--- config.mk ---
export PLATFORM = sky130hd
export DESIGN_NAME = ask_demodulator
export DESIGN_NICKNAME = d
export VERILOG_FILES = /design/src/rtl/ask_demodulator.sv
export SDC_FILE = /design/constraint.sdc
export NUM_CORES = 1
export LEC_CHECK = 0
export CAP_MARGIN = 0
export CORE_MARGIN = 2
export CORE_UTILIZATION = 55
export CTS_CLUSTER_DIAMETER = 60
export DETAILED_ROUTE_END_ITERATION = 8
export PLACE_DENSITY = 0.79
export SLEW_MARGIN = 10
export SYNTH_ARGS = -nofsm -noshare
export SYNTH_HDL_FRONTEND = slang
export SYNTH_SLANG_ARGS = --single-unit
--- constraint.sdc ---
create_clock -name i_clk -period 7.6 [get_ports i_clk]
set_input_delay 0.76 -clock i_clk [delete_from_list [all_inputs] [get_ports i_clk]]
set_output_delay 0.76 -clock i_clk [all_outputs]
set_load 0.02 [all_outputs]
--- src/rtl/ask_demodulator.sv ---
// ASK receiver: per-frame PWM duty deviation, windowed peak, hysteresis + debounce.
// Define ASK_DEMOD_PEAK_OUT_EN to add the o_peak window-peak output.
module ask_demodulator #(
  parameter int PWM_LOG2      = 6,
  parameter int WINDOW_FRAMES = 16,
  parameter int ON_THRESH     = 8,
  parameter int OFF_THRESH    = 4,
  parameter int DEBOUNCE      = 2
) (
  input  logic i_clk,
  input  logic i_rst_n,
  input  logic i_ask_in,
  output logic o_data,
  output logic o_data_valid,
  output logic o_clk_en
`ifdef ASK_DEMOD_PEAK_OUT_EN
  ,
  output logic [PWM_LOG2-1:0] o_peak
`endif
);

  localparam int FW  = PWM_LOG2;
  localparam int MID = 1 << (PWM_LOG2 - 1);
  localparam int IW  = (WINDOW_FRAMES > 1) ? $clog2(WINDOW_FRAMES) : 1;
  localparam int DW  = $clog2(DEBOUNCE + 1);

  localparam logic [FW:0]   MID_H    = (FW+1)'(MID);
  localparam logic [IW-1:0] LAST_IDX = IW'(WINDOW_FRAMES - 1);
  localparam logic [FW-1:0] ON_T     = FW'(ON_THRESH);
  localparam logic [FW-1:0] OFF_T    = FW'(OFF_THRESH);
  localparam logic [DW-1:0] DB_T     = DW'(DEBOUNCE);

  localparam logic [0:0] S_OFF = 1'b0;
  localparam logic [0:0] S_ON  = 1'b1;

  logic          sync1;
  logic          s;
  logic [FW-1:0] frame_cnt;
  logic [FW-1:0] hi_cnt;
  logic [IW-1:0] frame_idx;
  logic [FW-1:0] peak;
  logic [DW-1:0] db_cnt;
  logic [0:0]    state;

  logic          frame_end;
  logic          window_end;
  logic [FW:0]   h;
  logic [FW-1:0] dev;
  logic [FW-1:0] pk;
  logic          raw_diff;
  logic [DW-1:0] db_inc;
  logic          flip;

  always_comb begin
    frame_end  = &frame_cnt;
    window_end = frame_end && (frame_idx == LAST_IDX);
    h = {1'b0, hi_cnt} + {{FW{1'b0}}, s};
    if (h >= MID_H) begin
      dev = FW'(h - MID_H);
    end else begin
      dev = FW'(MID_H - h);
    end
    pk = (dev > peak) ? dev : peak;
    raw_diff = 1'b0;
    unique case (1'b1)
      (state == S_ON):  raw_diff = (pk <= OFF_T);
      (state == S_OFF): raw_diff = (pk >= ON_T);
    endcase
    db_inc = db_cnt + DW'(1);
    flip   = raw_diff && (db_inc == DB_T);
  end

  // A frame is any 2^PWM_LOG2-cycle span; no alignment to the carrier needed.
  always_ff @(posedge i_clk) begin
    if (!i_rst_n) begin
      sync1        <= 1'b0;
      s            <= 1'b0;
      frame_cnt    <= '0;
      hi_cnt       <= '0;
      frame_idx    <= '0;
      peak         <= '0;
      db_cnt       <= '0;
      state        <= S_OFF;
      o_data_valid <= 1'b0;
    end else begin
      sync1        <= i_ask_in;
      s            <= sync1;
      frame_cnt    <= frame_cnt + FW'(1);
      o_data_valid <= window_end;
      if (frame_end) begin
        hi_cnt <= '0;
      end else begin
        hi_cnt <= hi_cnt + {{(FW-1){1'b0}}, s};
      end
      if (window_end) begin
        frame_idx <= '0;
        peak      <= '0;
        if (flip || !raw_diff) begin
          db_cnt <= '0;
        end else begin
          db_cnt <= db_inc;
        end
        if (flip) begin
          state <= ~state;
        end
      end else if (frame_end) begin
        frame_idx <= frame_idx + IW'(1);
        peak      <= pk;
      end
    end
  end

`ifdef ASK_DEMOD_PEAK_OUT_EN
  always_ff @(posedge i_clk) begin
    if (!i_rst_n) begin
      o_peak <= '0;
    end else if (window_end) begin
      o_peak <= pk;
    end
  end
`endif

  assign o_data   = state[0];
  assign o_clk_en = 1'b1;

endmodule

==> flow_summary.toml, run 1 <==
[run_status]
status = "finished, final reports clean"

[placement]
hpwl_um = 2670
gp_congestion = 0.967
dpl_cell_area_sq_um = 1790
portBuffers = 4

[worst_setup_path]
crit_arrival_ps = 4300
worst_setup_path_start_kind = "flop"
required_ps = 7830
critPathBufInv = 1
slowest_delay_ps = 370
cp_max_fo = 6
crit_chain = "ha_1, ha_1, inv_1, ha_1, nand2b_1, mux2i_1, a211oi_1, a31o_4, ha_1, nand4_1, a21oi_1, a211oi_2, or2_2, o41ai_4, mux2_4, o41ai_2"
slowest_stage = "ha_1"
endpoint_kind = "flop"
crit_type = "reg2reg"
worstSetupPathDepth = 16
reg2reg_depth = 16
cpLargestDelayFamily = "adder cells"
path_common_cell = "ha_1"

[floorplanning]
rows = 20
die_x_um = 60.5
start_util_pct = 57.5
dieArea_sq_um = 3660
coreArea_sq_um = 3050
die_h_um = 60.5
ios = 6

[grt]
grt_use_total_pct = 20.8
grt_pass1_wl_um = 5790
grt_overflow = 0
antenna_found_initial = 0
grt_pass1_vias = 1331
grt_max_degree = 16

[route]
drt_drc_violations_left = 0
dr.pass1.iters = 4
wl_per_cell_um = 14.3
vias = 1360
wl_um = 3400
drtAntennaViolNets = 0
drt_iter0_markers = 85
viasPerCell = 5.74

[clock_tree]
clockBufferDepth = 2
clk_pin_slew_worst_paths_ps = 140
cts_max_level = 1
cts.sinks = 28
root_buffer = "clkbuf_4"
holdBufCountCts = 0
cts_setup_buffers = 0
cts_tree = "yes"
cts_made_buffers = 3
post_cts_resized = 0
insertion_delay_ps = 330

[timing]
finalCriticalPeriod_ps = 4060
max_freq_mhz = 246
skew_ps = 5.41
setup_viol = 0
hold_violations = 0
timing.final.crit_share_pct = 53.4
rsz0062_at_grt = "false"
tns_ps = 0
finalMaxSlewViolations = 0

[cells_and_area]
fin_area_sq_um = 1820
fin_nets = 209
final.fill_count = 281
n_antenna_cell = 0
drive_gt1_share_pct = 13.0
area.growth.synth_to_final_pct = 3.70

[synthesis]
synthTopCellsByArea = "dfxtp_1, ha_1, nor2_1, mux2i_1, inv_1"
synth_flop_cell = "dfxtp_1"
yosysUniqueCellTypes = 58
ys_top_cells_by_count = "dfxtp_1, nor2_1, inv_1, nand2_1, ha_1"
yosysTopAreaCell = "dfxtp_1"
synth_top_family_by_area = "simple AND/OR/NAND/NOR gates"
synth_compound_area_share_pct = 18.2
synth_seq_cells = 28
yosysWarnings = 0
synth_fp_nets = 209
synth_most_common_cell = "dfxtp_1"
synth_xor_area_share_pct = 4.99
synth_top_area_share_pct = 31.9
synth_cells = 194
syn_area_sq_um = 1760
synth_mux_area_share_pct = 5.48
yosys.area_share.adder_pct = 8.55
ys_async_sr_fraction_pct = 0
synth-simple-area-share_pct = 23.6
synth-edff-count = 0
syn_avg_cell_area_sq_um = 9.06
ys_seq_area_share_pct = 31.9

[pwr]
p_sw_mw = 0.0710
vdd_drop_max_mv = 0.106
internal_power_mw = 0.200
seqPwrFrac_pct = 55.5
pwr-share-comb_pct = 17.8
swShare_pct = 26.2
power_mw = 0.271
p_leak_nw = 0.692
cellPowerDensity_nw_per_um2 = 149
clkPwrFrac_pct = 26.7

[run]
cap_violations = 0

[hold_path]
hp-class = "reg2reg"
holdPathStages = 1
==> worst paths after layout <==
kind	startpoint	endpoint	slack (ps)
worst max register to register	s	db_cnt[1]	3540
worst max-delay path	s	db_cnt[1]	3540
worst min-delay path	sync1	s	450
worst min register to register	sync1	s	450
==> per-layer routing <==
metal / global-route usage (%) / wire length (um) / vias up
li1: - / - / 677
met1: 26.1 / 1500 / 631
met5: 0 / 0 / -
met3: 2.99 / 123 / 13
met4: 10.9 / 99 / 0
met2: 34.6 / 1670 / 39
==> worst register-to-register path, cell delays in order (launching register included) <==
cell	delay, ps
dfxtp_1	330
ha_1	280
ha_1	370
inv_1	130
ha_1	250
nand2b_1	110
mux2i_1	160
a211oi_1	110
a31o_4	260
ha_1	300
nand4_1	120
a21oi_1	200
a211oi_2	90
or2_2	360
o41ai_4	270
mux2_4	360
o41ai_2	260
==> power groups by stage <==
stage               sequential [mW]  combinational [mW]  clock, mW
floorplan                     0.153              0.0392          0
global placement              0.153              0.0449          0
detailed placement            0.154              0.0473          0
CTS                           0.150              0.0476     0.0734
global route                  0.151              0.0522     0.0798
finish                        0.150              0.0481     0.0724
==> registers in the layout, summed over array words and instances, names as in the netlist <==
register      cells
o_data            1
hi_cnt            6
sync1             1
db_cnt            2
o_data_valid      1
peak              6
frame_idx         4
frame_cnt         6
s                 1
==> layout make-up <==
cell class	count	area (sq um)	area share, %
repair buffers	4	40.0	2.20
well taps	44	55.1	3.02
flip-flops and latches	28	561	30.8
clock buffers	4	36.3	1.99
inverters	15	56.3	3.09
multi-input cells	142	1070	58.9
==> through the flow <==
| stage | worst slack [ps] | instances | util [%] | hold WS (ps) |
|---|---|---|---|---|
| floorplan | 4050 | 194 | - | 412 |
| global placement | 3930 | 233 | 58.5 | 417 |
| detailed placement | 3660 | 233 | 58.5 | 419 |
| CTS | 3600 | 237 | 59.7 | 452 |
| global route | 3300 | 237 | 59.7 | 483 |
| finish | 3540 | 237 | 59.7 | 448 |
==> layout by cell type, fill, tap and decap left out, types with 2 or more instances in the layout <==
cell type / synthesis / final
nand3_1: 3 / 3
clkbuf_4: 0 / 3
o211ai_1: 2 / 2
o21a_1: 2 / 2
nand4_1: 3 / 3
xnor2_1: 6 / 6
a21oi_1: 5 / 5
o21ai_0: 4 / 4
mux2i_1: 7 / 7
a21boi_0: 2 / 2
nor2_1: 24 / 24
ha_1: 12 / 12
xor2_1: 4 / 4
a21o_1: 2 / 2
inv_1: 14 / 14
or3_1: 2 / 2
nand2b_1: 4 / 4
and2_1: 7 / 7
and3_1: 2 / 2
nor4_2: 2 / 2
nor3_1: 2 / 2
clkdlybuf4s50_1: 0 / 4
dfxtp_1: 28 / 28
o221ai_1: 3 / 3
nand2_1: 14 / 14
==> logic make-up (layout without fill, tap and decap cells) <==
group	Yosys count	count (layout)
mux	9	9
compound gates	35	35
other cells	1	1
simple gates	75	75
flops	28	28
fa+ha+maj	12	12
xor+xnor	10	10
buf+inv	24	23
No activity file was read; power rests on OpenSTA's default activity.
==> run 2: changes to the inputs <==
==> constraint.sdc (replaced) <==
create_clock -name i_clk -period 4.3 [get_ports i_clk]
set_input_delay 0.43 -clock i_clk [delete_from_list [all_inputs] [get_ports i_clk]]
set_output_delay 0.43 -clock i_clk [all_outputs]
set_load 0.02 [all_outputs]
==> run 2 against run 1 <==
- fmax up 1.8%
- final cell count is the same
- utilization unchanged
- critical path type unchanged
- via count rose by 0.29%
- worst hold slack is essentially flat
- flip-flop and latch count is the same
- combinational power up 75%
- count of clock-buffer cells in the layout unchanged
- first-iteration DRC count increased by 7.1%
- clock skew increased by 7.8 ps
- largest cell class unchanged
==> flow_summary.toml, run 2 (same netlist as run 1, synthesis figures left out) <==
[route]
wl_per_cell_um = 14.5
drt_iter0_markers = 91
vias = 1364
drt_drc_violations_left = 0
viasPerCell = 5.76
drtAntennaViolNets = 0
wl_um = 3430
dr.pass1.iters = 4

[grt]
grt_pass1_vias = 1331
antenna_found_initial = 0
grt_use_total_pct = 20.8
grt_overflow = 0
grt_pass1_wl_um = 5720
grt_max_degree = 16

[clock_tree]
post_cts_resized = 0
insertion_delay_ps = 330
cts_setup_buffers = 0
clockBufferDepth = 2
root_buffer = "clkbuf_4"
cts_made_buffers = 3
holdBufCountCts = 0
cts.sinks = 28
clk_pin_slew_worst_paths_ps = 150
cts_tree = "yes"
cts_max_level = 1

[cells_and_area]
final_util_pct = 59.7
fin_nets = 209
area.growth.synth_to_final_pct = 3.70
n_antenna_cell = 0
mostFrequentLayoutCells = "dfxtp_1, nor2_1, inv_1, nand2_1, ha_1"
final_common_cell = "dfxtp_1"
largest_registers = "frame_cnt x6, hi_cnt x6, peak x6"
drive_gt1_share_pct = 13.0

[placement]
gp_congestion = 0.966
portBuffers = 4
hpwl_um = 2700
dp_slack_ps = 368

[timing]
max_freq_mhz = 251
tns_ps = 0
skew_ps = 13.2
setup_viol = 0
layout_setup_ws_ps = 313
hold_violations = 0
rsz0062_at_grt = "false"
finalCriticalPeriod_ps = 3990
finalMaxSlewViolations = 0
timing.final.crit_share_pct = 92.7

[worst_setup_path]
required_ps = 4530
cp_max_fo = 6
endpoint_kind = "flop"
slowest_delay_ps = 370
crit_arrival_ps = 4220
path_common_cell = "ha_1"
worst_setup_path_start_kind = "flop"
crit_type = "reg2reg"
slowest_stage = "ha_1"
crit_chain = "ha_1, ha_1, inv_1, ha_1, nand2b_1, mux2i_1, a211oi_1, a31o_4, ha_1, nand4_1, a21oi_1, a211oi_2, or2_2, o41ai_4, mux2_4, o41ai_2"
cpLargestDelayFamily = "adder cells"
critPathBufInv = 1

[pwr]
vdd_drop_max_mv = 0.207
p_leak_nw = 0.692
power_mw = 0.476
cellPowerDensity_nw_per_um2 = 261

[floorplanning]
dieArea_sq_um = 3660
die_x_um = 60.5
ios = 6
rows = 20
start_util_pct = 57.5
coreArea_sq_um = 3050
die_h_um = 60.5

[run_status]
status = "finished, final reports clean"

[run]
cap_violations = 0

[hold_path]
hp-class = "reg2reg"
-- run 2: cell counts in the layout (fill, tap and decap cells not counted) --
No cell type changed its count.
-- run 2: path summary, 6_finish.rpt --
check	cells past startpoint	end	slack (ps)	start
worst max-delay path	16	db_cnt[1]	310	s
worst min-delay path	1	s	450	sync1
worst max register to register	16	db_cnt[1]	310	s
worst min register to register	1	s	450	sync1
-- run 2: layer usage --
layer,global-route usage [%],share of wire [%]
met1,25.6,42
met4,9.01,1.6
met3,2.99,5.3
met2,36.3,51
met5,0,0
-- run 2: per-stage QoR --
stage,hold slack (ps),instances,instance area [sq um]
3_5_place_dp,419,233,1790
4_1_cts,452,237,1820
6_report,449,237,1820
5_1_grt,482,237,1820
2_1_floorplan,412,194,1760
3_3_place_gp,417,233,1790
-- run 2: layout make-up --
cell class | count | area, sq um
clock buffers | 4 | 36.3
fillers | 272 | 1230
inverters | 15 | 56.3
multi-input cells | 142 | 1070
flip-flops and latches | 28 | 561
well taps | 44 | 55.1
repair buffers | 4 | 40.0
-- run 2: report_power, final --
| part | switching [mW] | internal [mW] | leakage (nW) | total, mW |
|---|---|---|---|---|
| sequential | 0.00230 | 0.263 | 0.227 | 0.266 |
| combinational | 0.0464 | 0.0379 | 0.444 | 0.0843 |
| clock | 0.0742 | 0.0518 | 0.0210 | 0.126 |
